File: src/rtl/axis_fifo_reader.sv
// axis_fifo_reader
//   Drains a first-word-fall-through FIFO and replays its words as one
//   AXI4-Stream master burst of `len` beats per start pulse. A two-entry
//   buffer (output register + skid register) decouples m_axis_tready from
//   fifo_rd_en, so no combinational path runs from tready to the FIFO.
//
// Optional feature (define AXIS_FIFO_READER_STATS_EN):
//   stall_bp_cnt / stall_starve_cnt saturating stall counters, cleared on
//   start acceptance.
//
// Ports:
//   clk, rstn            clock, asynchronous active-low reset
//   start, len           burst request pulse and beat count (IDLE only)
//   abort                terminate burst, drop buffered beats
//   busy, done           burst in progress / one-cycle completion pulse
//   fifo_dout/empty      FWFT FIFO head word and empty flag
//   fifo_rd_en           pop FIFO head this cycle
//   m_axis_*             AXI4-Stream master (tkeep constant all ones)
//   stall_bp_cnt         [stats] cycles with tvalid && !tready
//   stall_starve_cnt     [stats] STREAM cycles starved by an empty FIFO
module axis_fifo_reader #(
    parameter int DATA_WIDTH = 256,
    parameter int LEN_WIDTH  = 16,
    parameter int KEEP_WIDTH = DATA_WIDTH / 8
) (
    input  logic                  clk,
    input  logic                  rstn,
    input  logic                  start,
    input  logic [LEN_WIDTH-1:0]  len,
    input  logic                  abort,
    output logic                  busy,
    output logic                  done,
    input  logic [DATA_WIDTH-1:0] fifo_dout,
    input  logic                  fifo_empty,
    output logic                  fifo_rd_en,
    output logic [DATA_WIDTH-1:0] m_axis_tdata,
    output logic                  m_axis_tvalid,
    input  logic                  m_axis_tready,
    output logic                  m_axis_tlast,
    output logic [KEEP_WIDTH-1:0] m_axis_tkeep
`ifdef AXIS_FIFO_READER_STATS_EN
    ,
    output logic [LEN_WIDTH-1:0]  stall_bp_cnt,
    output logic [LEN_WIDTH-1:0]  stall_starve_cnt
`endif
);

    typedef enum logic [1:0] {
        IDLE,
        STREAM,
        DONE
    } state_t;

    state_t                state;
    logic [LEN_WIDTH-1:0]  len_q;
    logic [LEN_WIDTH-1:0]  pop_cnt;
    logic [LEN_WIDTH-1:0]  out_cnt;
    logic [DATA_WIDTH-1:0] skid_data;
    logic                  skid_valid;
    logic                  skid_last;

    logic                  handshake;
    logic                  more_to_pop;
    logic                  pop_is_last;
    logic                  out_is_last;

    assign handshake   = m_axis_tvalid && m_axis_tready;
    assign more_to_pop = pop_cnt < len_q;
    assign pop_is_last = pop_cnt == len_q - LEN_WIDTH'(1);
    assign out_is_last = out_cnt == len_q - LEN_WIDTH'(1);

    // Pop only from registered state: a full skid register means both
    // buffer slots are occupied, so tready never reaches the FIFO directly.
    assign fifo_rd_en = (state == STREAM) && !fifo_empty && !skid_valid
                        && more_to_pop && !abort;

    assign m_axis_tkeep = '1;

    // NOTE: sequential state uses non-blocking assignments so every register
    // in the block samples the pre-edge values of the others.
    always_ff @(posedge clk or negedge rstn) begin
        if (!rstn) begin
            state         <= IDLE;
            busy          <= 1'b0;
            done          <= 1'b0;
            len_q         <= '0;
            pop_cnt       <= '0;
            out_cnt       <= '0;
            m_axis_tdata  <= '0;
            m_axis_tvalid <= 1'b0;
            m_axis_tlast  <= 1'b0;
            skid_data     <= '0;
            skid_valid    <= 1'b0;
            skid_last     <= 1'b0;
        end else begin
            done <= 1'b0;
            case (state)
                IDLE: begin
                    if (start) begin
                        if (len != '0) begin
                            len_q   <= len;
                            pop_cnt <= '0;
                            out_cnt <= '0;
                            busy    <= 1'b1;
                            state   <= STREAM;
                        end else begin
                            // Zero-length burst: complete with no beats.
                            done  <= 1'b1;
                            state <= DONE;
                        end
                    end
                end

                STREAM: begin
                    if (abort) begin
                        // Abort wins over a simultaneous handshake; buffered
                        // words are dropped.
                        m_axis_tvalid <= 1'b0;
                        m_axis_tlast  <= 1'b0;
                        skid_valid    <= 1'b0;
                        busy          <= 1'b0;
                        state         <= IDLE;
                    end else begin
                        if (fifo_rd_en) pop_cnt <= pop_cnt + LEN_WIDTH'(1);
                        if (handshake)  out_cnt <= out_cnt + LEN_WIDTH'(1);

                        if (handshake || !m_axis_tvalid) begin
                            // Output register is free: refill from skid
                            // first to keep order, else from the FIFO.
                            if (skid_valid) begin
                                m_axis_tdata  <= skid_data;
                                m_axis_tlast  <= skid_last;
                                m_axis_tvalid <= 1'b1;
                                skid_valid    <= 1'b0;
                            end else if (fifo_rd_en) begin
                                m_axis_tdata  <= fifo_dout;
                                m_axis_tlast  <= pop_is_last;
                                m_axis_tvalid <= 1'b1;
                            end else begin
                                m_axis_tvalid <= 1'b0;
                                m_axis_tlast  <= 1'b0;
                            end
                        end else if (fifo_rd_en) begin
                            // Output stalled: park the popped word.
                            skid_data  <= fifo_dout;
                            skid_last  <= pop_is_last;
                            skid_valid <= 1'b1;
                        end

                        if (handshake && out_is_last) begin
                            busy  <= 1'b0;
                            done  <= 1'b1;
                            state <= DONE;
                        end
                    end
                end

                DONE: begin
                    state <= IDLE;
                end

                default: begin
                    state <= IDLE;
                end
            endcase
        end
    end

`ifdef AXIS_FIFO_READER_STATS_EN
    always_ff @(posedge clk or negedge rstn) begin
        if (!rstn) begin
            stall_bp_cnt     <= '0;
            stall_starve_cnt <= '0;
        end else if (state == IDLE && start) begin
            stall_bp_cnt     <= '0;
            stall_starve_cnt <= '0;
        end else begin
            if (m_axis_tvalid && !m_axis_tready && stall_bp_cnt != '1)
                stall_bp_cnt <= stall_bp_cnt + LEN_WIDTH'(1);
            if (state == STREAM && fifo_empty && more_to_pop && stall_starve_cnt != '1)
                stall_starve_cnt <= stall_starve_cnt + LEN_WIDTH'(1);
        end
    end
`endif

endmodule
File: config.mk
export PLATFORM = sky130hd
export DESIGN_NAME = axis_fifo_reader
export DESIGN_NICKNAME = d
export VERILOG_FILES = /design/src/rtl/axis_fifo_reader.sv
export SDC_FILE = /design/constraint.sdc
export NUM_CORES = 1
export LEC_CHECK = 0
export BUFFER_PORTS_ARGS = -buffer_cell sky130_fd_sc_hd__buf_2
export CORE_MARGIN = 2
export CORE_UTILIZATION = 55
export CTS_CLUSTER_DIAMETER = 100
export DETAILED_ROUTE_END_ITERATION = 12
export PLACE_DENSITY = 0.9
export SKIP_CTS_REPAIR_TIMING = 1
export SYNTH_ARGS = -nofsm -noshare
export SYNTH_HDL_FRONTEND = slang
export SYNTH_SLANG_ARGS = --single-unit
File: constraint.sdc
create_clock -name clk -period 4.2 [get_ports clk]
set_clock_uncertainty 0.05 [all_clocks]
set_input_delay 1.05 -clock clk [delete_from_list [all_inputs] [get_ports clk]]
set_output_delay 1.05 -clock clk [all_outputs]
set_load 0.01 [all_outputs]
## Word level (Yosys, flattened, before mapping)

Cells that the tools add are included.
W data, S select, Z words.

| word-level totals | value |
|---|---|
| output and inout bits | 293 |
| bits in registers | 568 |
| input bits | 278 |
| word-level logic and storage cells | 89 |

| cells by class | value |
|---|---|
| magnitude comparators | 1 |
| multiplexer cells | 36 |
| bitwise logic cells | 2 |
| add/subtract/negate cells | 3 |
| reductions and logical operators | 26 |
| equality and inequality tests | 9 |

Operators with widths:

| cell | count |
|---|---|
| $mux W256 | 2 |
| $mux W16 | 6 |
| $pmux W16 S2 | 2 |
| $add A16 B1 Y16 const B | 2 |
| $eq A16 B16 Y1 | 2 |
| $mux W1 | 19 |
| $lt A16 B16 Y1 | 1 |
| $reduce_bool A16 Y1 | 1 |
| $sub A16 B1 Y16 const B | 1 |
| $reduce_and A4 Y1 | 3 |
| $ne A2 B2 Y1 const B | 5 |
| $reduce_and A5 Y1 | 2 |
| $mux W2 | 4 |
| $logic_and A1 B1 Y1 | 6 |
| $reduce_and A2 Y1 | 3 |
| $reduce_bool A2 Y1 | 3 |
| $logic_not A1 Y1 | 4 |
| $pmux W1 S2 | 2 |
| $pmux W2 S2 | 1 |
| $ne A3 B2 Y1 const B | 1 |
| $reduce_and A3 Y1 | 1 |
| $reduce_bool A3 Y1 | 1 |
| $eq A2 B1 Y1 const B | 1 |
| $logic_not A2 Y1 | 1 |
| other kinds (2) | 3 |

## Longest topological paths before layout

Gate-level depths: netlist (run 1).

| logic depth | value |
|---|---|
| word-level depth | 9 |
| gate-level depth with buffers | 12 |
| depth with buffers taken out | 9 |

## Least setup slack after synthesis (run 1)

OpenSTA, ideal clock, no wires.

| timing | value |
|---|---|
| path kind | register to register |
| start | reg len_q[2] |
| end | reg m_axis_tdata[120] |
| clock period less this slack | 3.331 ns |
| setup time | 0.125 ns |
| required time | 4.025 ns |
| arrival | 3.156 ns |
| buffers on the path | 3 |
| stages on the path, launching flop included | 12 |
| setup slack | 0.869 ns |
| cells stage by stage | dfrtp_1 clkbuf_1 inv_1 ha_1 o211ai_1 a211o_1 a211oi_1 nor2_1 o211ai_1 clkbuf_1 buf_2 mux2_2 |

| between the ends | value |
|---|---|
| cells in the longest elaborated chain, start to end | 5 |

Ends and longest elaborated chain:

| what | RTL line | source |
|---|---|---|
| start: declaration | 55 | `logic [LEN_WIDTH-1:0] len_q;` |
| start signal: assignment | 101 | `len_q <= len;` |
| $lt A16 B16 Y1 | 68 | `assign more_to_pop = pop_cnt < len_q;` |
| $logic_and A1 B1 Y1 (2 in a row) | 75 | `&& more_to_pop && !abort;` |
| named net fifo_rd_en | 35 | `output logic fifo_rd_en,` |
| $reduce_bool A2 Y1 (no source line) | - |  |
| $reduce_and A4 Y1 (no source line) | - |  |
| end signal: assignment | 131 | `m_axis_tdata <= skid_data;` |
| end signal: assignment | 136 | `m_axis_tdata <= fifo_dout;` |
| end: declaration | 36 | `output logic [DATA_WIDTH-1:0] m_axis_tdata,` |

The timed path passes the listed nets, and every way through them passes these cells.
A chain may end at the register's enable or synchronous reset.

## Worst setup path after layout (run 1)

| timing | value |
|---|---|
| start | reg len_q[13] |
| end | out fifo_rd_en |

| between the ends | value |
|---|---|
| cells in the longest elaborated chain, start to end | 3 |

Ends and longest elaborated chain:

| what | RTL line |
|---|---|
| $lt A16 B16 Y1 | 68 |
| $logic_and A1 B1 Y1 (2 in a row) | 75 |
| end: declaration | 35 |

Every way passes these cells.

==> results of run 1 <==
## placed cells by master (no fill, tap or decap), types with 5 or more instances in the layout
cell type                   count
sky130_fd_sc_hd__ha_1          19
sky130_fd_sc_hd__nor2b_1        6
sky130_fd_sc_hd__a21o_1         5
sky130_fd_sc_hd__inv_1         21
sky130_fd_sc_hd__o31ai_1        7
sky130_fd_sc_hd__xnor2_1       19
sky130_fd_sc_hd__clkbuf_16     57
sky130_fd_sc_hd__bufinv_16      7
sky130_fd_sc_hd__buf_12        22
sky130_fd_sc_hd__o21ai_0       39
sky130_fd_sc_hd__nor3_1         7
sky130_fd_sc_hd__clkbuf_8      11
sky130_fd_sc_hd__or3_1         15
sky130_fd_sc_hd__buf_4         22
sky130_fd_sc_hd__or4_1         10
sky130_fd_sc_hd__nand3_1       17
sky130_fd_sc_hd__mux2_2       769
sky130_fd_sc_hd__nor2_1        21
sky130_fd_sc_hd__diode_2       32
sky130_fd_sc_hd__clkinv_2       8
sky130_fd_sc_hd__dfrtp_1      564
sky130_fd_sc_hd__xor2_1        20
sky130_fd_sc_hd__and3_1        10
sky130_fd_sc_hd__nor4_1        11
sky130_fd_sc_hd__a21oi_1       26
sky130_fd_sc_hd__clkbuf_1       9
sky130_fd_sc_hd__nand2_1       51
sky130_fd_sc_hd__buf_2        537
sky130_fd_sc_hd__conb_1        32
sky130_fd_sc_hd__nand4_1       11
## cells by family after synthesis
group | after synthesis
xor+xnor | 42
fa+ha+maj | 19
flops | 568
mux | 772
simple gates | 184
other cells | 1
compound gates | 120
buf+inv | 166
## metal layers
| metal | routed length [microns] | track usage (%) | vias to the layer above | share of wire, % |
|---|---|---|---|---|
| met5 | 56 | 0 | - | 0.080 |
| met4 | 4050 | 15.6 | 8 | 5.8 |
| met3 | 5200 | 7.46 | 222 | 7.4 |
| met2 | 35700 | 48.9 | 684 | 51 |
| met1 | 25200 | 31.4 | 9026 | 36 |
| li1 | - | - | 7777 | - |
## synthesized netlist by cell type (2+ instances only)
library cell                  n
sky130_fd_sc_hd__nor2b_1      6
sky130_fd_sc_hd__o31ai_1      7
sky130_fd_sc_hd__a211oi_1     4
sky130_fd_sc_hd__a21o_1       5
sky130_fd_sc_hd__nand4b_1     3
sky130_fd_sc_hd__nand2_1     51
sky130_fd_sc_hd__o221ai_1     2
sky130_fd_sc_hd__and3_1      10
sky130_fd_sc_hd__nand3_1     17
sky130_fd_sc_hd__buf_2       46
sky130_fd_sc_hd__ha_1        19
sky130_fd_sc_hd__a32o_1       2
sky130_fd_sc_hd__nor2_1      22
sky130_fd_sc_hd__xnor2_1     19
sky130_fd_sc_hd__mux2i_1      3
sky130_fd_sc_hd__nor3_1       8
sky130_fd_sc_hd__o2111ai_1    2
sky130_fd_sc_hd__inv_1       21
sky130_fd_sc_hd__a211o_1      2
sky130_fd_sc_hd__or3b_2       2
sky130_fd_sc_hd__or4_1       10
sky130_fd_sc_hd__nand4_1     11
sky130_fd_sc_hd__xor2_1      20
sky130_fd_sc_hd__nand2b_1     4
sky130_fd_sc_hd__o21ai_0     39
sky130_fd_sc_hd__mux2_2     769
sky130_fd_sc_hd__a21oi_1     26
sky130_fd_sc_hd__dfrtp_1    568
sky130_fd_sc_hd__o31a_1       2
sky130_fd_sc_hd__buf_1        3
sky130_fd_sc_hd__xnor3_1      2
sky130_fd_sc_hd__buf_4       32
sky130_fd_sc_hd__or3_1       15
sky130_fd_sc_hd__o211a_1      2
sky130_fd_sc_hd__o21a_1       3
sky130_fd_sc_hd__and4_1       4
sky130_fd_sc_hd__a31oi_1      3
sky130_fd_sc_hd__a41oi_1      2
sky130_fd_sc_hd__nor3b_1      2
sky130_fd_sc_hd__clkbuf_1    63
sky130_fd_sc_hd__or4b_1       2
sky130_fd_sc_hd__o41ai_1      3
sky130_fd_sc_hd__nor4_1      11
sky130_fd_sc_hd__o211ai_1     4
sky130_fd_sc_hd__a2111oi_0    4
## critical path: cells and delay by family, from the launching register on
family	cells	cell delay (ps)
adders and majority gates	1	330
and+or+nand+nor	2	610
DFF	1	440
buffers and inverters	2	310
AOI/OAI and AO/OA	3	680
## power groups by stage
stage,registers (W),logic (W),clock network (W)
detailed placement,0.00881,0.00622,0
floorplan,0.00912,0.00314,0
global route,0.00905,0.00669,0.00556
global placement,0.00861,0.00594,0
CTS,0.00880,0.00632,0.00533
finish,0.00885,0.00630,0.00526
## final timing paths
path,startpoint,end,cells past startpoint
setup / recovery,len_q[13]$_DFFE_PN0P_,fifo_rd_en,8
hold / removal,rstn,m_axis_tdata[32]$_DFFE_PN0P_,1
setup reg to reg,len_q[13]$_DFFE_PN0P_,skid_data[187]$_DFFE_PN0P_,10
hold reg to reg,m_axis_tdata[182]$_DFFE_PN0P_,m_axis_tdata[182]$_DFFE_PN0P_,1
max in group asynchronous,rstn,m_axis_tdata[140]$_DFFE_PN0P_,2
min in group clk,m_axis_tdata[182]$_DFFE_PN0P_,m_axis_tdata[182]$_DFFE_PN0P_,1
## stage by stage
step           TNS, ps  power [W]  worst slack, ps  hold slack, ps
6_report             0     0.0204              135             351
5_1_grt              0     0.0213             55.4             421
3_5_place_dp         0     0.0150              287             438
2_1_floorplan        0     0.0123              869             409
3_3_place_gp         0     0.0146              412             425
4_1_cts          -95.7     0.0204            -95.7             432
## layout make-up
type                       instances  area (sq um)
timing repair buffer             582          3310
tap                              607           759
inverter                          21          78.8
clock buffer                      77          1610
clock inverter                    19           313
multi-input combinational       1169         11300
sequential                       568         14200
antenna                           32          80.1
fill                            3048         15100
## flip-flops by register name, indices dropped and copies added, names as in the netlist
register       cells
m_axis_tdata     256
skid_data        256
len_q             16
out_cnt           16
pop_cnt           16
state              2
busy               1
done               1
m_axis_tlast       1
m_axis_tvalid      1
skid_last          1
skid_valid         1
==> results.json, run 1 <==
{
  "wire_length_per_cell_microns": 22.8,
  "ctsLongestPathBuffers": 3,
  "finalHoldViolCount": 0,
  "fmaxAchievable_mhz": 246,
  "initial_utilization_pct": 55.9,
  "netlist.top_cell.by_area": "sky130_fd_sc_hd__dfrtp_1",
  "worst_setup_path_end_kind": "primary output",
  "portBuffers": 538,
  "floorplan.die.width_microns": 222,
  "worst_setup_hold_path_clk_slew_ps": 70,
  "placement_rows": 79,
  "hold_path.class": "input port to asynchronous set/reset pin",
  "layout_cell_share_with_drive_strength_beyond_1_pct": 59.7,
  "setup_viol_count_final": 0,
  "synth_cell_types": 62,
  "drt_first_iter_violations": 1069,
  "synth.cell_area_sq_mm": 0.0262,
  "tritoncts.num_buffers": 56,
  "power.leakage_nw": 15.3,
  "synth-main-ff-cell": "sky130_fd_sc_hd__dfrtp_1",
  "place_congestion": 0.947,
  "timing.critical_path.slowest_stage_cell": "sky130_fd_sc_hd__dfrtp_2",
  "area_of_the_die_sq_mm": 0.0493,
  "worst-slew-pin-transition_ps": 1140,
  "grt.total_usage_pct": 28.1,
  "path_cells": "inv_1 -> ha_1 -> a21o_1 -> a21o_1 -> a211o_1 -> or3_1 -> nor2_2 -> buf_2",
  "ys_seq_area_share_pct": 54.3,
  "flow.area_growth_from_synthesis_pct": 21.0,
  "cts_tree": "yes",
  "floorplan.core_area_sq_mm": 0.0468,
  "drc": 0,
  "drt-vias-per-instance": 5.76,
  "finalWorstPathRequiredPeriod_ps": 4060,
  "ant_nets_after_route": 0,
  "layout_worst_path_cycle_share_pct": 96.8,
  "antenna_found_initial": 34,
  "synth_edf_count": 0,
  "grt_pass1_wl_microns": 109000,
  "yosysTopAreaCellShare_pct": 54.3,
  "synth-async-reset-ratio_pct": 100,
  "layout.nets": 2695,
  "clock_tree.root_cell": "sky130_fd_sc_hd__clkbuf_16",
  "grt-ovfl-total": 0,
  "clock_power_share_pct": 25.8,
  "timing.critical_path.arrival_ps": 2960,
  "synthMuxAreaShare_pct": 33.2,
  "clock-sinks": 568,
  "detailed_route_via_count": 17700,
  "final_util_pct": 67.7,
  "crit_path_max_fanout": 6,
  "fin_cells": 3075,
  "start_kind": "flop",
  "register_bit_count_reported_by_yosys": 568,
  "synth-compound-area-share_pct": 2.99,
  "post_synth_xor_area_fraction_pct": 1.57,
  "pwr-share-comb_pct": 30.9,
  "clk_latency_ps": 610,
  "crit_type": "flop to primary output",
  "vias_in_the_first_global_route": 19400,
  "timing.final.max_slew_violations": 0,
  "dp.cells": 2947,
  "syn_inst": 1872,
  "ctsHtreeMaxLevel": 2,
  "detailedPlacementHpwl_microns": 47700,
  "syn_area_per_cell_sq_um": 14.0,
  "power.internal_w": 0.0140,
  "post_dp_cell_area_sq_mm": 0.0296,
  "outcome": "finished clean",
  "power_frac_seq_pct": 43.4,
  "yosys_warnings": 0,
  "route.final.wire_length_microns": 70200,
  "power_switching_w": 0.00644,
  "synth_adder_area_share_pct": 0.909,
  "switching_share_pct": 31.6,
  "synth_top_family_by_area": "multiplexers",
  "crit_required_ps": 3100,
  "drv.max_cap_violation_count": 0,
  "pin_count": 571,
  "grt_setup_unrepaired": "no",
  "synth.top_cells.by_area": "sky130_fd_sc_hd__dfrtp_1, sky130_fd_sc_hd__mux2_2, sky130_fd_sc_hd__buf_4, sky130_fd_sc_hd__ha_1, sky130_fd_sc_hd__clkbuf_1",
  "grt_max_degree": 149,
  "power.density_cell_area_mw_per_mm2": 645,
  "timing.slew.headroom_pct": 23.9,
  "critPathMostFrequentCell": "sky130_fd_sc_hd__a21o_1",
  "rrSetupSlack_ps": 640,
  "critical-path-max-stage-delay_ps": 440,
  "yosys.area_share.simple_pct": 3.86,
  "ir_drop_mv": 0.664,
  "die_height_microns": 222,
  "post-route-cell-area_sq_mm": 0.0316,
  "drtPass1Iterations": 7
}
Power figures use the tool's default switching activity.
==> inputs of run 2 (changes only) <==
--- a/config.mk
+++ b/config.mk
@@ -7,10 +7,10 @@
 export LEC_CHECK = 0
 export BUFFER_PORTS_ARGS = -buffer_cell sky130_fd_sc_hd__buf_2
 export CORE_MARGIN = 2
-export CORE_UTILIZATION = 55
+export CORE_UTILIZATION = 40
 export CTS_CLUSTER_DIAMETER = 100
 export DETAILED_ROUTE_END_ITERATION = 12
-export PLACE_DENSITY = 0.9
+export PLACE_DENSITY = 0.71
 export SKIP_CTS_REPAIR_TIMING = 1
 export SYNTH_ARGS = -nofsm -noshare
 export SYNTH_HDL_FRONTEND = slang
==> constraint.sdc (replaced) <==
create_clock -name clk -period 3.9 [get_ports clk]
set_clock_uncertainty 0.05 [all_clocks]
set_input_delay 0.975 -clock clk [delete_from_list [all_inputs] [get_ports clk]]
set_output_delay 0.975 -clock clk [all_outputs]
set_load 0.01 [all_outputs]
==> run 2 against run 1 <==
  * Count of clock-buffer cells in the layout rose by 5
  * Sequential share of layout area down 0.64 points
  * Total power up 7.2%
==> results.json, run 2 (synthesis results as in run 1) <==
{
  "antenna_found_initial": 20,
  "cts_tree": "yes",
  "num-fill-cells": 5610,
  "crit_type": "flop to primary output",
  "ctsHtreeMaxLevel": 2,
  "timing.critical_path.arrival_ps": 2770,
  "fin_cells": 3328,
  "grt-ovfl-total": 0,
  "area_of_the_die_sq_mm": 0.0674,
  "placement_rows": 93,
  "drv.max_cap_violation_count": 0,
  "commonest_non_fill_non_tap_cells_in_the_layout": "sky130_fd_sc_hd__mux2_2, sky130_fd_sc_hd__dfrtp_1, sky130_fd_sc_hd__buf_2, sky130_fd_sc_hd__clkbuf_16, sky130_fd_sc_hd__nand2_1",
  "power.leakage_nw": 15.5,
  "crit_path_max_fanout": 4,
  "final_util_pct": 49.7,
  "outcome": "finished clean",
  "most_common_cell_after_layout_fill_and_taps_aside": "sky130_fd_sc_hd__mux2_2",
  "clock-sinks": 568,
  "critical-path-max-stage-delay_ps": 420,
  "start_kind": "flop",
  "portBuffers": 538,
  "layout_cell_share_with_drive_strength_beyond_1_pct": 60.5,
  "timing.critical_path.slowest_stage_cell": "sky130_fd_sc_hd__dfrtp_2",
  "clock_tree.root_cell": "sky130_fd_sc_hd__clkbuf_16",
  "timing.slew.headroom_pct": 18.2,
  "floorplan.die.width_microns": 260,
  "layout.nets": 2715,
  "ir_drop_mv": 0.463,
  "die_height_microns": 260,
  "power.density_cell_area_mw_per_mm2": 681,
  "tritoncts.num_buffers": 59,
  "biggestRegsByFlops": "m_axis_tdata (256), skid_data (256)",
  "grt_pass1_wl_microns": 103000,
  "drtPass1Iterations": 5,
  "ant_nets_after_route": 0,
  "drc": 0,
  "path_cells": "inv_1 -> ha_1 -> a21o_1 -> a21o_1 -> a211o_1 -> or3_4 -> nor2_2 -> buf_2",
  "worst-slew-pin-transition_ps": 1230,
  "detailedPlacementHpwl_microns": 47800,
  "clk_latency_ps": 610,
  "fmaxAchievable_mhz": 264,
  "worst_setup_path_end_kind": "primary output",
  "setup_tns_ps": 0,
  "route.final.wire_length_microns": 66200,
  "grt.total_usage_pct": 19.2,
  "critPathMostFrequentCell": "sky130_fd_sc_hd__a21o_1",
  "finalHoldViolCount": 0,
  "timing.final.max_slew_violations": 0,
  "worst_setup_hold_path_clk_slew_ps": 60,
  "drt_first_iter_violations": 929,
  "flow.area_growth_from_synthesis_pct": 22.7,
  "layout_worst_path_cycle_share_pct": 97.2,
  "hold_path.class": "input port to asynchronous set/reset pin",
  "pin_count": 571,
  "initial_utilization_pct": 40.5,
  "dp.cells": 3211,
  "ctsLongestPathBuffers": 3,
  "crit_required_ps": 2870,
  "detailed_route_via_count": 17200,
  "finalWorstPathRequiredPeriod_ps": 3790,
  "place_congestion": 0.920,
  "drt-vias-per-instance": 5.18,
  "vias_in_the_first_global_route": 18500,
  "setup_viol_count_final": 0,
  "wire_length_per_cell_microns": 19.9,
  "floorplan.core_area_sq_mm": 0.0646,
  "grt_max_degree": 148
}
[run 2: cell count changes in the layout (fill, tap and decap cells not counted), moves of 3 or more]
| cell | change |
|---|---|
| sky130_fd_sc_hd__diode_2 | -22 |
| sky130_fd_sc_hd__buf_12 | -5 |
| sky130_fd_sc_hd__buf_4 | +22 |
| sky130_fd_sc_hd__clkbuf_1 | -3 |
| sky130_fd_sc_hd__clkinv_2 | +3 |
| sky130_fd_sc_hd__clkbuf_8 | +6 |
[run 2: per-stage QoR]
stage	total power [W]	cell area [sq um]	hold WS [ps]	setup slack, ps
after global placement	0.0158	30000	432	388
final	0.0219	32100	361	109
after detailed placement	0.0161	30000	437	312
after CTS	0.0221	32000	352	-193
after global routing	0.0230	32100	373	-12.2
after floorplan	0.0132	26300	409	569
[run 2: layout make-up]
type / count / area (sq um) / share of cell area [%]
inverter: 21 / 78.8 / 0.246
timing repair buffer: 599 / 3370 / 10.5
tap: 855 / 1070 / 3.33
antenna: 10 / 25.0 / 0.0780
clock buffer: 82 / 1730 / 5.40
multi-input combinational: 1169 / 11300 / 35.1
sequential: 568 / 14200 / 44.3
clock inverter: 24 / 323 / 1.01
[run 2: worst paths after layout]
check                                    startpoint                            end  slack [ps]  cells past startpoint
setup / recovery              len_q[12]$_DFFE_PN0P_                     fifo_rd_en         110                      8
hold / removal                                 rstn  m_axis_tdata[204]$_DFFE_PN0P_         360                      1
setup reg to reg               len_q[0]$_DFFE_PN0P_       m_axis_tlast$_DFFE_PN0P_         440                      9
hold reg to reg            skid_data[7]$_DFFE_PN0P_       skid_data[7]$_DFFE_PN0P_         450                      1
max in group asynchronous                      rstn      skid_data[58]$_DFFE_PN0P_        2440                      3
min in group clk           skid_data[7]$_DFFE_PN0P_       skid_data[7]$_DFFE_PN0P_         450                      1
[run 2: layer usage]
metal / track usage (%) / up-vias / wire length [microns]
li1: - / 7812 / -
met1: 22.7 / 8802 / 25900
met2: 33.3 / 473 / 33700
met3: 5.01 / 144 / 4110
met4: 7.49 / 18 / 2470
met5: 0 / - / 113
[run 2: worst max-delay path: cells and delay by family, from the launching register on]
family	cells	cell delay, ps
AOI/OAI and AO/OA	3	710
adders and majority gates	1	200
buffers and inverters	2	280
DFF	1	420
and+or+nand+nor	2	550
[run 2: report_power, final]
part / switching, W / internal, W / leakage, nW
sequential: 0.00125 / 0.00817 / 7.31
clock: 0.00237 / 0.00349 / 1.02
combinational: 0.00305 / 0.00353 / 7.14
total: 0.00667 / 0.0152 / 15.5
==> inputs of run 3 (changes only) <==
--- a/config.mk
+++ b/config.mk
@@ -5,12 +5,15 @@
 export SDC_FILE = /design/constraint.sdc
 export NUM_CORES = 1
 export LEC_CHECK = 0
+export ABC_AREA = 1
 export BUFFER_PORTS_ARGS = -buffer_cell sky130_fd_sc_hd__buf_2
+export CELL_PAD_IN_SITES_DETAIL_PLACEMENT = 2
+export CELL_PAD_IN_SITES_GLOBAL_PLACEMENT = 2
 export CORE_MARGIN = 2
-export CORE_UTILIZATION = 40
+export CORE_UTILIZATION = 32
 export CTS_CLUSTER_DIAMETER = 100
 export DETAILED_ROUTE_END_ITERATION = 12
-export PLACE_DENSITY = 0.71
+export PLACE_DENSITY = 0.9
 export SKIP_CTS_REPAIR_TIMING = 1
 export SYNTH_ARGS = -nofsm -noshare
 export SYNTH_HDL_FRONTEND = slang
==> run 3 against run 2 <==
  * Setup slack improved by 130 ps
  * Combinational power up 38%
  * First-iteration DRC count grew 41%
  * Worst hold slack lost 8.4 ps
  * Utilization decreased by 10 points
  * Fmax up 3.5%
  * Die area rose by 25%
  * Largest cell class unchanged
  * Largest power group unchanged
==> results.json, run 3 <==
{
  "drv.max_cap_violation_count": 0,
  "ctsHtreeMaxLevel": 3,
  "netlist.top_cell.by_area": "sky130_fd_sc_hd__dfrtp_1",
  "syn_inst": 3176,
  "final_util_pct": 39.7,
  "layout.nets": 3939,
  "synth_edf_count": 0,
  "worst_setup_hold_path_clk_slew_ps": 60,
  "grt_pass1_wl_microns": 170000,
  "p_total_w": 0.0262,
  "grt.total_usage_pct": 25.8,
  "area_of_the_die_sq_mm": 0.0840,
  "clock_power_share_pct": 25.7,
  "post-synth-top-count-cell": "sky130_fd_sc_hd__nand2_1",
  "flow.area_growth_from_synthesis_pct": 22.5,
  "ctsLongestPathBuffers": 3,
  "power.internal_w": 0.0154,
  "ir_drop_mv": 0.438,
  "tritoncts.num_buffers": 69,
  "timing.slew.headroom_pct": 47.7,
  "synth.top_cells.by_area": "sky130_fd_sc_hd__dfrtp_1, sky130_fd_sc_hd__nand2_1, sky130_fd_sc_hd__o21ai_1, sky130_fd_sc_hd__o21ai_0, sky130_fd_sc_hd__inv_1",
  "antenna_found_initial": 44,
  "initial_utilization_pct": 32.4,
  "crit_required_ps": 2870,
  "grt_setup_unrepaired": "no",
  "switching_share_pct": 41.2,
  "floorplan.core_area_sq_mm": 0.0807,
  "register_bit_count_reported_by_yosys": 568,
  "finalWorstSetupSlack_ps": 237,
  "vias_in_the_first_global_route": 28200,
  "post-route-cell-area_sq_mm": 0.0320,
  "num-fill-cells": 9036,
  "layout_cell_share_with_drive_strength_beyond_1_pct": 19.2,
  "drc": 0,
  "fmaxAchievable_mhz": 273,
  "power.leakage_nw": 17.0,
  "synth-async-reset-ratio_pct": 100,
  "dp_worst_setup_slack_ps": 872,
  "timing.final.max_slew_violations": 0,
  "yosys_warnings": 0,
  "commonest_non_fill_non_tap_cells_in_the_layout": "sky130_fd_sc_hd__nand2_1, sky130_fd_sc_hd__dfrtp_1, sky130_fd_sc_hd__buf_2, sky130_fd_sc_hd__o21ai_1, sky130_fd_sc_hd__o21ai_0",
  "placement_rows": 104,
  "layout_worst_path_cycle_share_pct": 93.9,
  "synth.cell_area_sq_mm": 0.0261,
  "hold_path.class": "input port to asynchronous set/reset pin",
  "finalWorstPathRequiredPeriod_ps": 3660,
  "power_frac_seq_pct": 39.7,
  "drt-vias-per-instance": 5.16,
  "power_switching_w": 0.0108,
  "portBuffers": 538,
  "detailed_route_via_count": 24700,
  "setup_viol_count_final": 0,
  "yosys-top-cells-count": "sky130_fd_sc_hd__nand2_1, sky130_fd_sc_hd__dfrtp_1, sky130_fd_sc_hd__o21ai_1, sky130_fd_sc_hd__o21ai_0, sky130_fd_sc_hd__inv_1",
  "syn_area_per_cell_sq_um": 8.23,
  "biggestRegsByFlops": "m_axis_tdata (256), skid_data (256)",
  "post_dp_cell_area_sq_mm": 0.0296,
  "yosysTopAreaCellShare_pct": 54.4,
  "cts_tree": "yes",
  "detailedPlacementHpwl_microns": 71000,
  "floorplan.die.width_microns": 290,
  "clock_tree.root_cell": "sky130_fd_sc_hd__clkbuf_16",
  "pin_count": 571,
  "crit_type": "flop to primary output",
  "start_kind": "flop",
  "clk_latency_ps": 610,
  "worst-slew-pin-transition_ps": 785,
  "die_height_microns": 290,
  "most_common_cell_after_layout_fill_and_taps_aside": "sky130_fd_sc_hd__nand2_1",
  "grt_max_degree": 135,
  "drtPass1Iterations": 4,
  "place_congestion": 0.857,
  "grt-ovfl-total": 0,
  "power.density_cell_area_mw_per_mm2": 818,
  "outcome": "finished clean",
  "worst_setup_path_end_kind": "primary output",
  "ant_nets_after_route": 0,
  "pwr-share-comb_pct": 34.6,
  "finalHoldViolCount": 0,
  "wire_length_per_cell_microns": 23.5,
  "crit_path_max_fanout": 6,
  "clock-sinks": 568,
  "route.final.wire_length_microns": 112000,
  "timing.critical_path.arrival_ps": 2640,
  "ys_seq_area_share_pct": 54.4,
  "drt_first_iter_violations": 1310,
  "synth-main-ff-cell": "sky130_fd_sc_hd__dfrtp_1",
  "setup_tns_ps": 0,
  "synth_cell_types": 41
}
-- run 3: cell types whose count changed in the layout (fill, tap and decap cells not counted), moves of 11 or more --
cell	before	now
sky130_fd_sc_hd__clkbuf_16	59	70
sky130_fd_sc_hd__mux2_2	769	0
sky130_fd_sc_hd__or3_1	14	0
sky130_fd_sc_hd__xnor2_1	19	1
sky130_fd_sc_hd__diode_2	10	36
sky130_fd_sc_hd__inv_1	20	334
sky130_fd_sc_hd__nor2_1	21	65
sky130_fd_sc_hd__o21ai_1	0	438
sky130_fd_sc_hd__buf_4	44	21
sky130_fd_sc_hd__nand3_1	17	76
sky130_fd_sc_hd__o21ai_0	39	376
sky130_fd_sc_hd__nand2_1	51	967
-- run 3: path summary, 6_finish.rpt --
kind / depth (start not counted) / slack (ps) / to / start
setup reg to reg: 13 / 720 / skid_data[224]$_DFFE_PN0P_ / len_q[5]$_DFFE_PN0P_
max in group asynchronous: 3 / 2450 / m_axis_tdata[92]$_DFFE_PN0P_ / rstn
hold / removal: 1 / 350 / out_cnt[2]$_DFFE_PN0P_ / rstn
setup / recovery: 10 / 240 / fifo_rd_en / len_q[5]$_DFFE_PN0P_
hold reg to reg: 2 / 430 / m_axis_tdata[153]$_DFFE_PN0P_ / m_axis_tdata[153]$_DFFE_PN0P_
min in group clk: 2 / 430 / m_axis_tdata[153]$_DFFE_PN0P_ / m_axis_tdata[153]$_DFFE_PN0P_
-- run 3: cell type report --
cell class | instances | area, sq um | share of cell area (%)
antenna | 36 | 90.1 | 0.281
clock buffer | 99 | 2000 | 6.25
clock inverter | 18 | 292 | 0.911
inverter | 338 | 1280 | 3.99
multi-input combinational | 2085 | 9530 | 29.8
sequential | 568 | 14200 | 44.4
tap | 1060 | 1330 | 4.14
timing repair buffer | 580 | 3280 | 10.2
-- run 3: cell families after synthesis --
family / count (synthesis) / share of synthesized area (%)
and+or+nand+nor: 1166 / 17.8
AOI/OAI and AO/OA: 841 / 16.2
DFF: 568 / 54.4
buffers and inverters: 554 / 9.65
xor gates and xnor gates: 27 / 1.01
adders and majority gates: 19 / 0.909
other: 1 / 0.0143
-- run 3: worst max-delay path: stages (launching register included) --
cell	delay, ps
sky130_fd_sc_hd__dfrtp_1	480
sky130_fd_sc_hd__inv_1	160
sky130_fd_sc_hd__ha_1	350
sky130_fd_sc_hd__a21oi_1	160
sky130_fd_sc_hd__nor2_1	50
sky130_fd_sc_hd__nor2_1	80
sky130_fd_sc_hd__nand3_1	90
sky130_fd_sc_hd__nand2_1	80
sky130_fd_sc_hd__nand3_2	140
sky130_fd_sc_hd__nor2_4	260
sky130_fd_sc_hd__buf_2	190
-- run 3: power by group through the flow --
stage | combinational (W) | sequential [W] | clock (W)
finish | 0.00905 | 0.0104 | 0.00672
global route | 0.0101 | 0.0107 | 0.00710
CTS | 0.00906 | 0.0103 | 0.00685
detailed placement | 0.00862 | 0.0102 | 0
global placement | 0.00785 | 0.00991 | 0
floorplan | 0.00456 | 0.0103 | 0
-- run 3: per-layer routing --
metal	GRT usage (%)	vias up	share of wire, %
met3	5.82	297	5.2
li1	-	11000	-
met5	0	-	0.13
met1	28.4	12600	38
met2	46.3	700	51
met4	13.7	20	5.6
-- run 3: metrics by stage --
step	hold slack, ps	instances
final	352	4784
after floorplan	398	3207
after global routing	375	4780
after global placement	410	4631
after detailed placement	420	4631
after CTS	354	4748
